--- src/rtl/spi_bus_bridge_pkg.sv ---
// rtl/spi_bus_bridge_pkg.sv - shared header layout, FSM encoding and helpers for spi_bus_bridge
package spi_bus_bridge_pkg;

    localparam int WORD_BITS    = 16;
    localparam int HDR_RNW      = 0;
    localparam int HDR_AUTOINC  = 1;
    localparam int HDR_ADDR_LSB = 2;

    typedef enum logic [1:0] {
        ST_IDLE   = 2'd0,
        ST_HEADER = 2'd1,
        ST_DATA   = 2'd2
    } state_t;

    // Data words travel low byte first on the wire.
    function automatic logic [WORD_BITS-1:0] swap_bytes(input logic [WORD_BITS-1:0] w);
        return {w[7:0], w[15:8]};
    endfunction

endpackage

--- src/rtl/spi_sync_edge.sv ---
// rtl/spi_sync_edge.sv - multi-stage synchroniser with rise/fall pulses, edges masked until the chain has settled
module spi_sync_edge #(
    parameter int   STAGES  = 2,
    parameter logic RST_VAL = 1'b0
) (
    input  logic clk,
    input  logic resetn,
    input  logic d,
    output logic q,
    output logic rise,
    output logic fall
);

    logic [STAGES-1:0] chain;
    logic              prev;
    logic [STAGES:0]   armed;

    always_ff @(posedge clk or negedge resetn) begin
        if (!resetn) begin
            chain <= {STAGES{RST_VAL}};
            prev  <= RST_VAL;
            armed <= '0;
        end else begin
            chain <= {chain[STAGES-2:0], d};
            prev  <= chain[STAGES-1];
            armed <= {armed[STAGES-1:0], 1'b1};
        end
    end

    // After reset the chain flushes from RST_VAL to the real pin level; that is not an edge.
    assign q    = chain[STAGES-1];
    assign rise = armed[STAGES] &  q & ~prev;
    assign fall = armed[STAGES] & ~q &  prev;

endmodule

--- src/rtl/spi_bus_bridge.sv ---
// rtl/spi_bus_bridge.sv - SPI slave that turns header+data frames into single-cycle bus reads and writes
module spi_bus_bridge
    import spi_bus_bridge_pkg::*;
#(
    parameter int ADDR_W      = 14,
    parameter int SYNC_STAGES = 2,
    parameter int RD_LATENCY  = 1
) (
    input  logic              clk,
    input  logic              resetn,
    input  logic              sck,
    input  logic              ss,
    input  logic              mosi,
    output logic              miso,
    output logic              miso_oe,
    output logic [ADDR_W-1:0] bus_addr,
    output logic [15:0]       bus_wdata,
    output logic              bus_we,
    output logic              bus_re,
    input  logic [15:0]       bus_rdata
);

    logic sck_q, sck_rise, sck_fall;
    logic ss_q, ss_rise, ss_fall;
    logic mosi_q, mosi_rise_unused, mosi_fall_unused;

    spi_sync_edge #(.STAGES(SYNC_STAGES), .RST_VAL(1'b1)) u_sync_sck (
        .clk(clk), .resetn(resetn), .d(sck), .q(sck_q), .rise(sck_rise), .fall(sck_fall)
    );
    spi_sync_edge #(.STAGES(SYNC_STAGES), .RST_VAL(1'b1)) u_sync_ss (
        .clk(clk), .resetn(resetn), .d(ss), .q(ss_q), .rise(ss_rise), .fall(ss_fall)
    );
    spi_sync_edge #(.STAGES(SYNC_STAGES), .RST_VAL(1'b0)) u_sync_mosi (
        .clk(clk), .resetn(resetn), .d(mosi), .q(mosi_q), .rise(mosi_rise_unused), .fall(mosi_fall_unused)
    );

    state_t                  state;
    logic [4:0]              bit_cnt;
    logic [WORD_BITS-2:0]    rx_shift;
    logic [WORD_BITS-1:0]    tx_shift;
    logic                    hdr_rnw;
    logic                    hdr_autoinc;
    logic                    re_pend;
    logic [RD_LATENCY-1:0]   rd_pipe;

    logic [WORD_BITS-1:0]    word;
    logic                    last_bit;
    logic [RD_LATENCY:0]     rd_chain;
    logic [WORD_BITS-1:0]    tx_next;

    assign word     = {rx_shift, mosi_q};
    assign last_bit = (bit_cnt == 5'(WORD_BITS - 1));
    assign rd_chain = {rd_pipe, bus_re};
    // A load landing on the same clock as a falling sck still drives its MSB out.
    assign tx_next  = rd_pipe[RD_LATENCY-1] ? swap_bytes(bus_rdata) : tx_shift;
    assign miso_oe  = ~ss_q;

    always_ff @(posedge clk or negedge resetn) begin
        if (!resetn) begin
            state       <= ST_IDLE;
            bit_cnt     <= '0;
            rx_shift    <= '0;
            tx_shift    <= '0;
            hdr_rnw     <= 1'b0;
            hdr_autoinc <= 1'b0;
            re_pend     <= 1'b0;
            rd_pipe     <= '0;
            miso        <= 1'b0;
            bus_addr    <= '0;
            bus_wdata   <= '0;
            bus_we      <= 1'b0;
            bus_re      <= 1'b0;
        end else begin
            bus_we  <= 1'b0;
            bus_re  <= 1'b0;
            rd_pipe <= rd_chain[RD_LATENCY-1:0];

            // Strobes and loads already in flight finish regardless of ss.
            if (re_pend) begin
                bus_re  <= 1'b1;
                re_pend <= 1'b0;
            end
            if (bus_we && hdr_autoinc)
                bus_addr <= bus_addr + ADDR_W'(1);

            if (sck_fall && state == ST_DATA && hdr_rnw) begin
                miso     <= tx_next[WORD_BITS-1];
                tx_shift <= {tx_next[WORD_BITS-2:0], 1'b0};
            end else begin
                tx_shift <= tx_next;
            end

            if (ss_rise) begin
                state   <= ST_IDLE;
                bit_cnt <= '0;
                miso    <= 1'b0;
            end else begin
                case (state)
                    ST_IDLE: begin
                        if (ss_fall) begin
                            state   <= ST_HEADER;
                            bit_cnt <= '0;
                            miso    <= 1'b0;
                        end
                    end
                    ST_HEADER: begin
                        if (sck_rise) begin
                            rx_shift <= word[WORD_BITS-2:0];
                            if (last_bit) begin
                                bit_cnt     <= '0;
                                bus_addr    <= word[HDR_ADDR_LSB +: ADDR_W];
                                hdr_autoinc <= word[HDR_AUTOINC];
                                hdr_rnw     <= word[HDR_RNW];
                                bus_re      <= word[HDR_RNW];
                                state       <= ST_DATA;
                            end else begin
                                bit_cnt <= bit_cnt + 5'd1;
                            end
                        end
                    end
                    ST_DATA: begin
                        if (sck_rise) begin
                            rx_shift <= word[WORD_BITS-2:0];
                            if (last_bit) begin
                                bit_cnt <= '0;
                                if (hdr_rnw) begin
                                    re_pend <= 1'b1;
                                    if (hdr_autoinc)
                                        bus_addr <= bus_addr + ADDR_W'(1);
                                end else begin
                                    bus_we    <= 1'b1;
                                    bus_wdata <= swap_bytes(word);
                                end
                            end else begin
                                bit_cnt <= bit_cnt + 5'd1;
                            end
                        end
                    end
                    default: state <= ST_IDLE;
                endcase
            end
        end
    end

endmodule

--- config.mk ---
export PLATFORM = sky130hd
export DESIGN_NAME = spi_bus_bridge
export DESIGN_NICKNAME = d
export VERILOG_FILES = /design/src/rtl/spi_bus_bridge_pkg.sv /design/src/rtl/spi_sync_edge.sv /design/src/rtl/spi_bus_bridge.sv
export SDC_FILE = /design/constraint.sdc
export NUM_CORES = 1
export LEC_CHECK = 0
export CAP_MARGIN = 25
export CORE_AREA = 2 2 91 93
export DETAILED_ROUTE_END_ITERATION = 16
export DIE_AREA = 0 0 93 95
export GPL_TIMING_DRIVEN = 0
export PLACE_DENSITY = 0.9
export SETUP_SLACK_MARGIN = 0.15
export SLEW_MARGIN = 0
export SYNTH_ARGS = -nofsm -noshare
export SYNTH_HDL_FRONTEND = slang
export SYNTH_SLANG_ARGS = --single-unit
--- constraint.sdc ---
create_clock -name clk -period 3 [get_ports clk]
set_clock_uncertainty 0.2 [all_clocks]
set_input_delay 0.3 -clock clk [delete_from_list [all_inputs] [get_ports clk]]
set_output_delay 0.3 -clock clk [all_outputs]
set_load 0.05 [all_outputs]
==> results of run 1 <==
-- power groups by stage --
stage | Sequential, W | Clock, W | Combinational, W
floorplan | 0.00127 | 0 | 0.000253
global placement | 0.00128 | 0 | 0.000356
detailed placement | 0.00129 | 0 | 0.000379
CTS | 0.00127 | 0.000942 | 0.000383
global route | 0.00128 | 0.000996 | 0.000420
finish | 0.00127 | 0.000922 | 0.000386
-- through the flow --
stage                     util (%)  power, W  TNS, ns  area (sq um)  cells
final                         65.4   0.00258        0          5180    503
after global routing          65.4   0.00269        0          5180    503
after CTS                     65.4   0.00259        0          5180    503
after detailed placement      62.3   0.00167        0          4940    486
after global placement        62.0   0.00164  -124.14          4910    485
after floorplan                  -   0.00152        0          4240    326
-- flip-flops by register name, indices dropped and copies added, names as in the netlist, 5 cells and up --
name	flops
bit_cnt	5
bus_addr	14
bus_wdata	16
rx_shift	15
tx_shift	16
-- layout by cell type, fill, tap and decap left out, types with 3 or more instances in the layout --
cell	n
and2_1	3
buf_4	3
dfstp_2	6
inv_1	4
buf_2	6
nand2_1	21
and3_1	8
clkbuf_1	5
nand3_1	15
a21oi_1	8
mux2i_1	3
a32o_1	4
nor2_1	13
xor2_1	8
clkdlybuf4s50_1	53
nand4_1	5
o221ai_1	4
mux4_2	15
dfrtp_1	80
nor3_1	4
clkbuf_8	11
mux2_2	26
ha_1	5
and4_1	3
o21ai_0	15
mux2_4	9
xnor2_1	10
-- layout make-up --
class | instances | area share (%)
well taps | 105 | 2.54
clock inverters | 5 | 1.57
plain buffers | 14 | 1.62
multi-input cells | 222 | 38.3
clock buffers | 11 | 2.92
flip-flops and latches | 86 | 41.7
inverters | 4 | 0.290
repair buffers | 56 | 11.1
-- kinds of logic after synthesis --
group | share of synthesized area, %
flops | 50.9
mux | 18.8
fa+ha+maj | 1.47
simple gates | 13.1
other cells | 0.0884
xor+xnor | 3.72
buf+inv | 2.33
compound gates | 9.67
-- how the worst min path moves through the flow --
stage	from	endpoint	slack [ns]
4_1_cts	sck	u_sync_sck.chain[0]	0.13
3_5_place_dp	resetn	bus_wdata[1]	0.08
2_1_floorplan	resetn	bit_cnt[0]	-0.20
5_1_grt	sck	u_sync_sck.chain[0]	0.14
6_report	sck	u_sync_sck.chain[0]	0.14
3_3_place_gp	u_sync_ss.armed[1]	u_sync_sck.armed[2]	0.13
-- metal layers --
metal,global-route usage [%],vias to the layer above,part of all wire [%]
met5,0,-,0
met4,12.6,0,3.3
met3,3.67,29,5.3
met2,36.5,126,52
met1,29.1,1511,40
li1,-,1361,-
-- repair_timing --
item,in CTS,in global routing
hold buffers,1,0
endpoints found under the hold margin,31,0
setup endpoints to repair,0,0
==> results.py, run 1 <==
metrics = {
    "timing": {
        "setup_violations": 0,
        "final-hold-violation-count": 0,
        "fin_ws_ns": 0.400,
        "worst_slew_pin_slew_ns": 0.729,
        "min_period_ns": 2.60,
        "fin_crit_sh_pct": 86.7,
        "rsz0062_at_grt": "no",
        "holdWs_ns": 0.142,
        "clock.fmax_mhz": 385,
        "relSlewSlack_pct": 51.1,
        "slew_viol_final": 0,
    },
    "routing": {
        "drc": 0,
        "firstDrtPassIters": 5,
        "vias": 3027,
        "antenna_left": 0,
        "wl_per_cell_microns": 18.1,
        "wl_mm": 9.10,
        "viasPerCell": 6.02,
        "drtIter0Drc": 268,
    },
    "critical_path": {
        "rr_startpoint": "state[0]",
        "startpoint_type": "flip-flop",
        "rrSetupSlack_ns": 0.40,
        "crit_family": "simple AND/OR/NAND/NOR gates",
        "cp_num_buf_inv": 2,
        "arrival_ns": 2.63,
        "startpoint": "state[0]",
        "path_class": "flip-flop to flip-flop",
        "cp_max_fo": 10,
        "r2r-end": "tx_shift[8]",
        "path_cells": "inv_1 > ha_1 > nand2_1 > nor3_2 > buf_2 > mux4_2",
        "cp_slowest_cell": "nor3_2",
        "cp.depth": 6,
        "r2r_cells": 6,
        "crit_required_ns": 3.03,
        "endpoint": "tx_shift[8]",
        "end_kind": "flip-flop",
        "critPathMaxStageDelay_ns": 0.61,
    },
    "floorplan": {
        "io_pins": 55,
        "start_util_pct": 53.5,
        "die-width_microns": 93,
        "core_area_sq_um": 7930,
        "num_rows": 33,
        "die-area_sq_um": 8840,
        "die_h_microns": 95,
    },
    "layout": {
        "area_growth_pct": 22.1,
        "drive_above_1_share_pct": 23.6,
        "n_antenna_cell": 0,
        "n_fill_cell": 588,
        "seq_area_sq_um": 2160,
        "multi_input_comb_area_sq_um": 1980,
        "nNetsFinal": 419,
    },
    "synthesis": {
        "syn_area_sq_um": 4240,
        "ys_seq_area_share_pct": 50.9,
        "syn_inst": 326,
        "synthFlopType": "dfrtp_1",
        "ys_top_cells_by_count": "dfrtp_1 (80), mux2_2 (26), nand2_1 (21)",
        "synth-seq-cells": 86,
        "ys_top_cells_by_area": "dfrtp_1 (47%), mux4_2 (8.0%), mux2_2 (6.9%), dfstp_2 (3.7%), mux2_4 (3.2%)",
        "yosysTopAreaCellShare_pct": 47.2,
        "yosysWarnings": 0,
        "yosysMostFrequentCell": "dfrtp_1",
        "async_flop_share_pct": 100,
        "ys_types": 60,
        "synth_edf_count": 0,
        "syn-num-nets": 352,
        "syn_avg_cell_area_sq_um": 13.0,
        "yosysTopAreaCell": "dfrtp_1",
    },
    "power": {
        "p_int_w": 0.00188,
        "power_density_nw_per_um2": 497,
        "switchingPower_w": 0.000695,
        "seq_power_share_pct": 49.2,
        "p_clk_share_pct": 35.8,
        "vdd_ir_drop_max_mv": 0.256,
        "p_comb_share_pct": 15.0,
        "sw_frac_of_total_pct": 27.0,
        "p_leak_nw": 2.31,
    },
    "job": {
        "maxCapViolations": 0,
    },
    "global_routing": {
        "overflow": 0,
        "grt_pass1_vias": 3028,
        "track_usage_pct": 22.5,
        "grt_max_degree": 53,
        "antenna_found_initial": 0,
        "grt_pass1_wl_mm": 15.2,
    },
    "clock_tree": {
        "clk_latency_ns": 0.36,
        "cts_tree": "yes",
        "clk_path_buf_depth": 2,
        "cts_root_buffer": "clkbuf_8",
        "clkTransAtPathRegs_ns": 0.08,
        "postCtsResizedCells": 0,
        "numCtsBuffers": 9,
        "cts_sinks": 86,
        "cts_setup_buffers": 0,
        "htreeDepth": 3,
    },
    "outcome": {
        "status": "finished clean",
    },
    "placement": {
        "pre_cts_ws_ns": 0.398,
        "port_buffers": 54,
        "gp_congestion": 0.907,
        "dp.final_hpwl_mm": 6.61,
    },
    "worst_hold_path": {
        "holdCritPathClass": "input port to flip-flop",
        "hold_depth": 1,
    },
}
(Power assumes the default switching activity.)
==> run 2: changes to the inputs <==
Settings changed: CORE_AREA 2 2 91 93 to 2 2 96 98, DIE_AREA 0 0 93 95 to 0 0 98 100, PLACE_DENSITY 0.9 to 0.86.
Clock period 3 ns to 2.15 ns, I/O delays scaled along.
==> run 2 against run 1 <==
Largest power group unchanged. Non-clock buffer count up 48. Combinational power rose to 2.6 times the previous value. The flow now finishes with violations (setup timing). Critical path depth up 1. Count of clock-buffer cells in the layout up 2. Cell count up 11%. Critical path type unchanged. Clock power up 37%. First-iteration DRC count up 51%. Die area up 11%.
==> results.py, run 2 (synthesis results as in run 1) <==
metrics = {
    "outcome": {
        "status": "complete, but fails checks",
        "violations": "setup timing",
    },
    "power": {
        "power_density_nw_per_um2": 670,
        "vdd_ir_drop_max_mv": 0.375,
        "p_leak_nw": 2.88,
    },
    "placement": {
        "dp.final_hpwl_mm": 6.49,
        "gp_congestion": 0.843,
        "pre_cts_ws_ns": -0.239,
        "port_buffers": 54,
    },
    "timing": {
        "min_period_ns": 2.20,
        "slew_viol_final": 0,
        "fin_ws_ns": -0.0505,
        "worst_slew_pin_slew_ns": 0.531,
        "fin_crit_sh_pct": 102,
        "relSlewSlack_pct": 64.6,
        "rsz0062_at_grt": "yes",
        "clock.fmax_mhz": 454,
        "setup_violations": 7,
        "final-hold-violation-count": 0,
    },
    "floorplan": {
        "die_h_microns": 100,
        "num_rows": 35,
        "core_area_sq_um": 8890,
        "start_util_pct": 47.7,
        "die-width_microns": 98,
        "die-area_sq_um": 9800,
        "io_pins": 55,
    },
    "global_routing": {
        "track_usage_pct": 23.0,
        "grt_pass1_vias": 3445,
        "grt_pass1_wl_mm": 17.7,
        "overflow": 0,
        "antenna_found_initial": 0,
        "grt_max_degree": 52,
    },
    "critical_path": {
        "end_kind": "flip-flop",
        "arrival_ns": 2.33,
        "r2r_cells": 7,
        "endpoint": "bus_addr[4]",
        "crit_required_ns": 2.28,
        "startpoint": "u_sync_sck.chain[1]",
        "rr_startpoint": "u_sync_sck.chain[1]",
        "path_class": "flip-flop to flip-flop",
        "startpoint_type": "flip-flop",
        "rrSetupSlack_ns": -0.05,
        "cp_max_fo": 7,
        "r2r-end": "bus_addr[4]",
    },
    "layout": {
        "n_fill_cell": 552,
        "multi_input_comb_area_sq_um": 2310,
        "final_common_cell": "dfrtp_1",
        "seq_area_sq_um": 2170,
        "drive_above_1_share_pct": 44.2,
        "area_growth_pct": 42.9,
        "final_cell_mix": "dfrtp_1 (70), buf_4 (35), clkdlybuf4s50_1 (31), nand2_1 (18), mux2_2 (18)",
        "nNetsFinal": 467,
        "fin_util_pct": 68.2,
        "top_regs": "bus_wdata (16), tx_shift (16), rx_shift (15)",
        "n_antenna_cell": 0,
    },
    "clock_tree": {
        "htreeDepth": 3,
        "numCtsBuffers": 9,
        "cts_root_buffer": "clkbuf_8",
        "clk_latency_ns": 0.39,
        "clk_path_buf_depth": 2,
        "cts_tree": "yes",
        "clkTransAtPathRegs_ns": 0.10,
        "cts_sinks": 86,
    },
    "routing": {
        "antenna_left": 0,
        "wl_mm": 13.3,
        "wl_per_cell_microns": 23.8,
        "drc": 0,
        "firstDrtPassIters": 5,
        "viasPerCell": 6.49,
        "vias": 3613,
        "drtIter0Drc": 406,
    },
    "job": {
        "maxCapViolations": 0,
    },
    "worst_hold_path": {
        "holdCritPathClass": "input port to flip-flop",
    },
}
run 2: cell types whose count changed in the layout (fill, tap and decap cells not counted), moves of 10 or more:
cell	before	now
dfrtp_1	80	70
dfrtp_2	0	10
buf_4	3	35
clkdlybuf4s50_1	53	31
dlygate4sd2_1	0	14
run 2: layout make-up:
cell class                 count  share of cell area [%]
tap                          111                    2.29
multi-input combinational    222                    38.1
buffer                        14                    2.46
inverter                       4                   0.248
sequential                    86                    35.8
clock buffer                  13                    2.79
timing repair buffer         104                    17.6
clock inverter                 3                   0.701
run 2: timing repair:
action                                  in CTS  in global routing
endpoints found under the hold margin       35                  0
gates cloned                                 1                  2
endpoints found under the setup margin      82                 70
pin swaps                                   13                 25
gates resized for setup                     59                 68
hold buffers                                 1                  0
setup buffers                               23                 22
run 2: per-stage QoR:
stage / instance area [sq um] / TNS (ns) / cells / power (W) / hold WS [ns]
2_1_floorplan: 4310 / 0 / 326 / 0.00216 / -0.281
3_3_place_gp: 4990 / -195.25 / 491 / 0.00233 / 0.131
3_5_place_dp: 5010 / -3.73 / 492 / 0.00236 / 0.0122
4_1_cts: 5620 / 0 / 533 / 0.00368 / 0.0431
5_1_grt: 6060 / -1.18 / 557 / 0.00420 / 0.0181
6_report: 6060 / -0.161 / 557 / 0.00406 / 0.0318
run 2: power by group:
part	leakage (nW)	internal (W)	switching [W]	total, W
clock network	0.106	0.000632	0.000630	0.00126
registers	1.15	0.00169	0.0000876	0.00178
logic	1.62	0.000478	0.000543	0.00102
total	2.88	0.00280	0.00126	0.00406
run 2: how the worst min path moves through the flow:
| stage | startpoint | endpoint | slack, ns | depth (start not counted) |
|---|---|---|---|---|
| final | sck | u_sync_sck.chain[0] | 0.03 | 1 |
| after global routing | sck | u_sync_sck.chain[0] | 0.02 | 1 |
| after CTS | sck | u_sync_sck.chain[0] | 0.04 | 1 |
| after detailed placement | resetn | rx_shift[10] | 0.01 | 1 |
| after global placement | u_sync_ss.armed[1] | u_sync_sck.armed[2] | 0.13 | 0 |
| after floorplan | resetn | bit_cnt[0] | -0.28 | 0 |
run 2: worst max-delay path: stages, from the launching register on:
cell and delay (ns):
dfstp_2 0.59, and3b_2 0.22, buf_8 0.14, nand3_4 0.10, buf_4 0.17, o21ai_0 0.31
a41o_1 0.23, a32o_1 0.20
run 2: per-layer routing:
metal | vias to the layer above | routed length [microns] | track usage (%)
met5 | - | 0 | 0
met4 | 0 | 896 | 11.8
met3 | 78 | 913 | 4.11
met2 | 239 | 6410 | 39.7
met1 | 1837 | 5060 | 27.9
li1 | 1459 | - | -
